**src/rtl/time_set_ctrl.sv**
```systemverilog
// Alarm-clock control sequencer: debounces the manual buttons, selects RUN/TSET/ASET,
// steers count enables to the time counters and alarm registers, and times the buzz.
module time_set_ctrl #(
  parameter int DB_CYC   = 2,
  parameter int BUZZ_LEN = 60
) (
  input  logic       clk,
  input  logic       rst,
  input  logic       timeset,
  input  logic       alarmset,
  input  logic       minadv,
  input  logic       hrsadv,
  input  logic       alarmon,
  input  logic       szero,
  input  logic       mzero,
  input  logic       match,
  output logic       tmen,
  output logic       then,
  output logic       amen,
  output logic       ahen,
  output logic [1:0] mode,
  output logic       buzz
);

  typedef enum logic [1:0] {
    RUN  = 2'b00,
    TSET = 2'b01,
    ASET = 2'b10
  } mode_e;

  localparam logic [3:0] DB_LAST   = 4'(DB_CYC - 1);
  localparam logic [7:0] BUZZ_LAST = 8'(BUZZ_LEN - 1);
  localparam int B_TS = 0;
  localparam int B_AS = 1;
  localparam int B_MA = 2;
  localparam int B_HA = 3;

  logic [3:0]      raw;
  logic [3:0]      db_q, db_d;
  logic [3:0][3:0] dbcnt_q, dbcnt_d;
  mode_e           mode_q, mode_d;
  logic            match_q, match_d;
  logic            buzz_q, buzz_d;
  logic [7:0]      bcnt_q, bcnt_d;
  logic            trig;

  assign raw = {hrsadv, minadv, alarmset, timeset};

  // Debounce: a button's level is accepted only after DB_CYC consecutive differing samples
  always_comb begin
    db_d    = db_q;
    dbcnt_d = '0;
    for (int i = 0; i < 4; i++) begin
      if (raw[i] != db_q[i]) begin
        if (dbcnt_q[i] == DB_LAST) begin
          db_d[i] = raw[i];
        end else begin
          dbcnt_d[i] = dbcnt_q[i] + 4'd1;
        end
      end
    end
  end

  always_comb begin
    mode_d = RUN;
    if (db_q[B_TS]) begin
      mode_d = TSET;
    end else if (db_q[B_AS]) begin
      mode_d = ASET;
    end
  end

  // Buzz: cancel by alarmon or leaving RUN wins over a fresh trigger, which reloads the timer
  always_comb begin
    match_d = match;
    buzz_d  = buzz_q;
    bcnt_d  = bcnt_q;
    trig    = match & ~match_q & alarmon & (mode_q == RUN);
    if (!alarmon) begin
      buzz_d = 1'b0;
      bcnt_d = 8'd0;
    end else if (buzz_q && (mode_q != RUN)) begin
      buzz_d = 1'b0;
      bcnt_d = 8'd0;
    end else if (trig) begin
      buzz_d = 1'b1;
      bcnt_d = BUZZ_LAST;
    end else if (buzz_q) begin
      if (bcnt_q == 8'd0) begin
        buzz_d = 1'b0;
      end else begin
        bcnt_d = bcnt_q - 8'd1;
      end
    end
  end

  always_ff @(posedge clk) begin
    if (!rst) begin
      db_q    <= '0;
      dbcnt_q <= '0;
      mode_q  <= RUN;
      match_q <= 1'b0;
      buzz_q  <= 1'b0;
      bcnt_q  <= 8'd0;
    end else begin
      db_q    <= db_d;
      dbcnt_q <= dbcnt_d;
      mode_q  <= mode_d;
      match_q <= match_d;
      buzz_q  <= buzz_d;
      bcnt_q  <= bcnt_d;
    end
  end

  // Enables follow the registered mode, so a mode switch never glitches a counter
  always_comb begin
    tmen = 1'b0;
    then = 1'b0;
    amen = 1'b0;
    ahen = 1'b0;
    case (mode_q)
      TSET: begin
        tmen = db_q[B_MA];
        then = db_q[B_HA];
      end
      ASET: begin
        tmen = szero;
        then = szero & mzero;
        amen = db_q[B_MA];
        ahen = db_q[B_HA];
      end
      default: begin
        tmen = szero;
        then = szero & mzero;
      end
    endcase
    if (!rst) begin
      tmen = 1'b0;
      then = 1'b0;
      amen = 1'b0;
      ahen = 1'b0;
    end
  end

  assign mode = mode_q;
  assign buzz = buzz_q;

endmodule

```
**config.mk**
```make
export PLATFORM = sky130hd
export DESIGN_NAME = time_set_ctrl
export DESIGN_NICKNAME = d
export VERILOG_FILES = /design/src/rtl/time_set_ctrl.sv
export SDC_FILE = /design/constraint.sdc
export NUM_CORES = 1
export LEC_CHECK = 0
export CAP_MARGIN = 20
export CORE_ASPECT_RATIO = 0.8
export CORE_UTILIZATION = 45
export CTS_BUF_LIST = sky130_fd_sc_hd__clkbuf_8 sky130_fd_sc_hd__clkbuf_16
export DETAILED_ROUTE_END_ITERATION = 10
export PLACE_DENSITY = 0.76
export SYNTH_ARGS = -nofsm -noshare
export SYNTH_HDL_FRONTEND = slang
export SYNTH_SLANG_ARGS = --single-unit
```
**constraint.sdc**
```tcl
create_clock -name clk -period 3.2 [get_ports clk]
set_input_delay 0.48 -clock clk [delete_from_list [all_inputs] [get_ports clk]]
set_output_delay 0.48 -clock clk [all_outputs]
set_load 0.05 [all_outputs]
```
Word-level counts from Yosys, hierarchy flattened
Cells that the tools add are included.

storage, ports and cells
  input port bits = 10
  output and inout bits = 7
  register bits after elaboration = 32

cells by class
  $add $sub $neg = 5
  bitwise operators = 12
  multiplexer cells = 16
  reductions and logical operators = 18
  equality and inequality tests = 11

operators with widths
  operator               number
  $mux W6                3
  $add A4 B1 Y4 const B  4
  $eq A4 B1 Y1 const B   4
  $reduce_or A3 Y1       5
  $mux W1                12
  $reduce_and A2 Y1      6
  $logic_not A8 Y1       1
  $not A1 Y1             8
  $sub A8 B1 Y8 const B  1
  $and A1 B1 Y1          4
  $ne A1 B1 Y1           4
  $reduce_bool A2 Y1     2
  $reduce_or A4 Y1       1
  $eq A2 B1 Y1 const B   1
  $eq A2 B2 Y1 const B   1
  $logic_not A2 Y1       1
  $mux W2                1
  $ne A2 B2 Y1 const B   1
  $reduce_or A2 Y1       1
  $logic_and A1 B1 Y1    1

Logic depth before layout (Yosys ltp)
  depth in word-level cells = 6
  gate-level depth with buffers = 6
  depth with buffers taken out = 6

Worst setup path before layout
Ideal clock, no wire load.

  path kind = register to output
  start = register mode_q[1], in the netlist mode[1]
  end = output then
  slack = 0.626 ns
  path buffers = 0
  cell stages (with the launch flop) = 4
  arrival = 2.094 ns
  cell sequence = dfxtp_1 nand2b_1 nand3_1 a21boi_0

on the way
  cells in the longest elaborated chain, start to end = 3

ends and longest elaborated chain
  what                    line  source
  start, declared         41    mode_e mode_q, mode_d;
  start signal, assigned  108   mode_q <= mode_d;
  $eq A2 B1 Y1            121   case (mode_q)
  $mux W1                 -
  $mux W1                 137   if (!rst) begin
  end, declared           18    output logic then,

No other way between the ends.

Worst setup path after layout
  start = input rst
  end = output then

on the way
  cells in the longest elaborated chain, start to end = 1

ends and longest elaborated chain
  what             line  source
  start, declared  8     input logic rst,
  $mux W1          137

No other way between the ends.

==> flow_metrics.tcl <==
set metrics [dict create \
    drv_slew 0 \
    finalSetupViolCount 0 \
    insertion_delay_ns 0.28 \
    synth.distinct_cells 32 \
    setup.worst_path.start "rst" \
    cp_max_fo 7 \
    synthMuxAreaShare_pct 1.47 \
    power.leakage_nw 0.669 \
    dieArea_sq_um 3440 \
    drt_iter0_drc 35 \
    hpwlAfterDp_um 2000 \
    grt_util_all_layers_pct 18.8 \
    drive_gt1_share_pct 7.22 \
    yosys.area.top_type "dfxtp_1" \
    ys_seq_elements 32 \
    synth_compound_area_share_pct 8.75 \
    syn_area_per_cell_sq_um 9.20 \
    cp.arrival_ns 2.09 \
    syn-num-nets 177 \
    peakVddDrop_v 0.000369 \
    required_ns 2.72 \
    cap_violations 0 \
    drc 0 \
    fin_crit_sh_pct 80.4 \
    ant_nets 0 \
    antenna_found_initial 0 \
    synth-edff-count 0 \
    grt_pass1_wl_um 4660 \
    cts-root-buf "clkbuf_8" \
    wirelength_um 2760 \
    synth_top_family_by_area "simple AND/OR/NAND/NOR gates" \
    r2r-end "bcnt_q[1]$_SDFFE_PP0P_" \
    clkTransAtPathRegs_ns 0.06 \
    routedWlPerCell_um 12.6 \
    cp-end-kind "primary output" \
    antenna_cells 0 \
    cts_setup_buffers 0 \
    cp-start-kind "input pin" \
    utilization_pct 60.2 \
    core-area_sq_um 2890 \
    status "finished clean" \
    vias 1141 \
    layout.nets 199 \
    area_growth_syn_to_layout_pct 20.6 \
    rsz0062_at_grt "false" \
    ctsResizeCount 0 \
    r2r-start "bcnt_q[0]$_SDFFE_PP0P_" \
    yosys.area_share.simple_pct 26.2 \
    htreeDepth 2 \
    hold_violations 0 \
    grt-ovfl-total 0 \
    layout_common_cells "32 x dfxtp_1, 24 x nor2_1, 16 x clkdlybuf4s50_1, 15 x nand3_1, 14 x nand2_1" \
    cts_buffer_depth 2 \
    ys_async_sr_fraction_pct 0 \
    cts_hold_buf 0 \
    rows 17 \
    start_util_pct 49.9 \
    fin_tns_setup_ns 0 \
    yosys_warnings 0 \
    gp_congestion 0.782 \
    min_period_ns 2.57 \
    r2r_slack_ns 1.25 \
    layout_commonest_cell "dfxtp_1" \
    crit_type "input pin to primary output" \
    hold_path_class "flop to flop" \
    numCtsBuffers 5 \
    p_per_area_nw_per_um2 475 \
    cts_sinks 32 \
    tritoncts "yes" \
    synth_xor_area_share_pct 8.49 \
    synth_area_sq_um 1440 \
    die_y_um 52.7 \
    synth_top_cells_by_area "dfxtp_1 44%, ha_1 8.7%, nor2_1 6.2%" \
    synth_ff_type "dfxtp_1" \
    yosys.area_share.adder_pct 8.67 \
    vias_per_cell 5.23 \
    worstMarginPinSlew_ns 0.506 \
    dr.pass1.iters 4 \
    fmax_mhz 389 \
    finalClockSkew_ns 0.00451 \
    yosysSeqAreaShare_pct 44.4 \
    io_buffers 16 \
    reg2regPathDepth 6 \
    grt_max_degree 11 \
    die_w_um 65.3 \
    grt_pass1_vias 1117 \
    synth.top_cell.area_share_pct 44.4 \
    maxSlewHeadroom_pct 66.2 \
    syn_inst 157 \
    worstHoldStart "dbcnt_q[8]$_SDFF_PP0_" \
    worstSetupEndpoint "then" \
    io-pin-count 17 \
]
[critical path, cell delays in order]
cell	delay, ns
clkdlybuf4s50_1	0.57
a21boi_0	0.21
clkdlybuf4s50_1	0.83
[state kept, by name (all words and copies together) (netlist names)]
signal	count
db_q	4
mode	2
bcnt_q	8
match_q	1
buzz	1
dbcnt_q	16
[per-layer routing]
metal | global-route usage, % | routed length (um) | up-vias
met5 | 0 | 0 | -
met2 | 34.2 | 1380 | 22
li1 | - | - | 575
met4 | 9.78 | 39 | 0
met3 | 5.87 | 120 | 5
met1 | 19.4 | 1210 | 539
[area by class of cell]
class	instances	area, sq um
flip-flops and latches	32	641
multi-input cells	117	773
inverters	6	22.5
repair buffers	17	168
clock buffers	6	82.6
fillers	263	1150
well taps	38	47.5
clock inverters	2	7.51
[where the power goes]
group | switching [mW] | internal (mW)
clock network | 0.138 | 0.169
logic | 0.0491 | 0.0412
registers | 0.0162 | 0.414
[stage by stage]
step	hold slack [ns]	power [mW]	instances	instance area, sq um	worst slack (ns)
after global placement	0.444	0.524	210	1650	0.621
after global routing	0.498	0.871	218	1740	0.539
final	0.470	0.827	218	1740	0.629
after floorplan	0.433	0.495	157	1440	0.626
after detailed placement	0.458	0.529	210	1650	0.600
after CTS	0.473	0.840	218	1740	0.604
[synthesized netlist by cell type (2+ instances only)]
cell type  instances
a21boi_0           5
a21oi_1            5
a31oi_1            3
and2_1             2
and4b_1            2
clkbuf_1           2
dfxtp_1           32
ha_1              10
inv_1              6
nand2_1           14
nand2b_1           3
nand3_1           15
nor2_1            24
o21ai_0            2
or3_1              2
or4_1              2
xnor2_1            5
xor2_1             9
[how the worst min path moves through the flow]
stage                                  to  slack [ns]  depth (start not counted)
floorplan           dbcnt_q[0]$_SDFF_PP0_        0.43                          1
global placement    dbcnt_q[4]$_SDFF_PP0_        0.44                          1
detailed placement  dbcnt_q[0]$_SDFF_PP0_        0.46                          1
CTS                 dbcnt_q[0]$_SDFF_PP0_        0.47                          1
global route        dbcnt_q[8]$_SDFF_PP0_        0.50                          1
finish              dbcnt_q[8]$_SDFF_PP0_        0.47                          1
[cells by family after synthesis]
logic type / Yosys count
and+or+nand+nor: 74
DFF: 32
AOI/OAI and AO/OA: 17
xor gates and xnor gates: 14
adders and majority gates: 10
buffers and inverters: 8
muxes: 2
No activity file was read; power rests on OpenSTA's default activity.
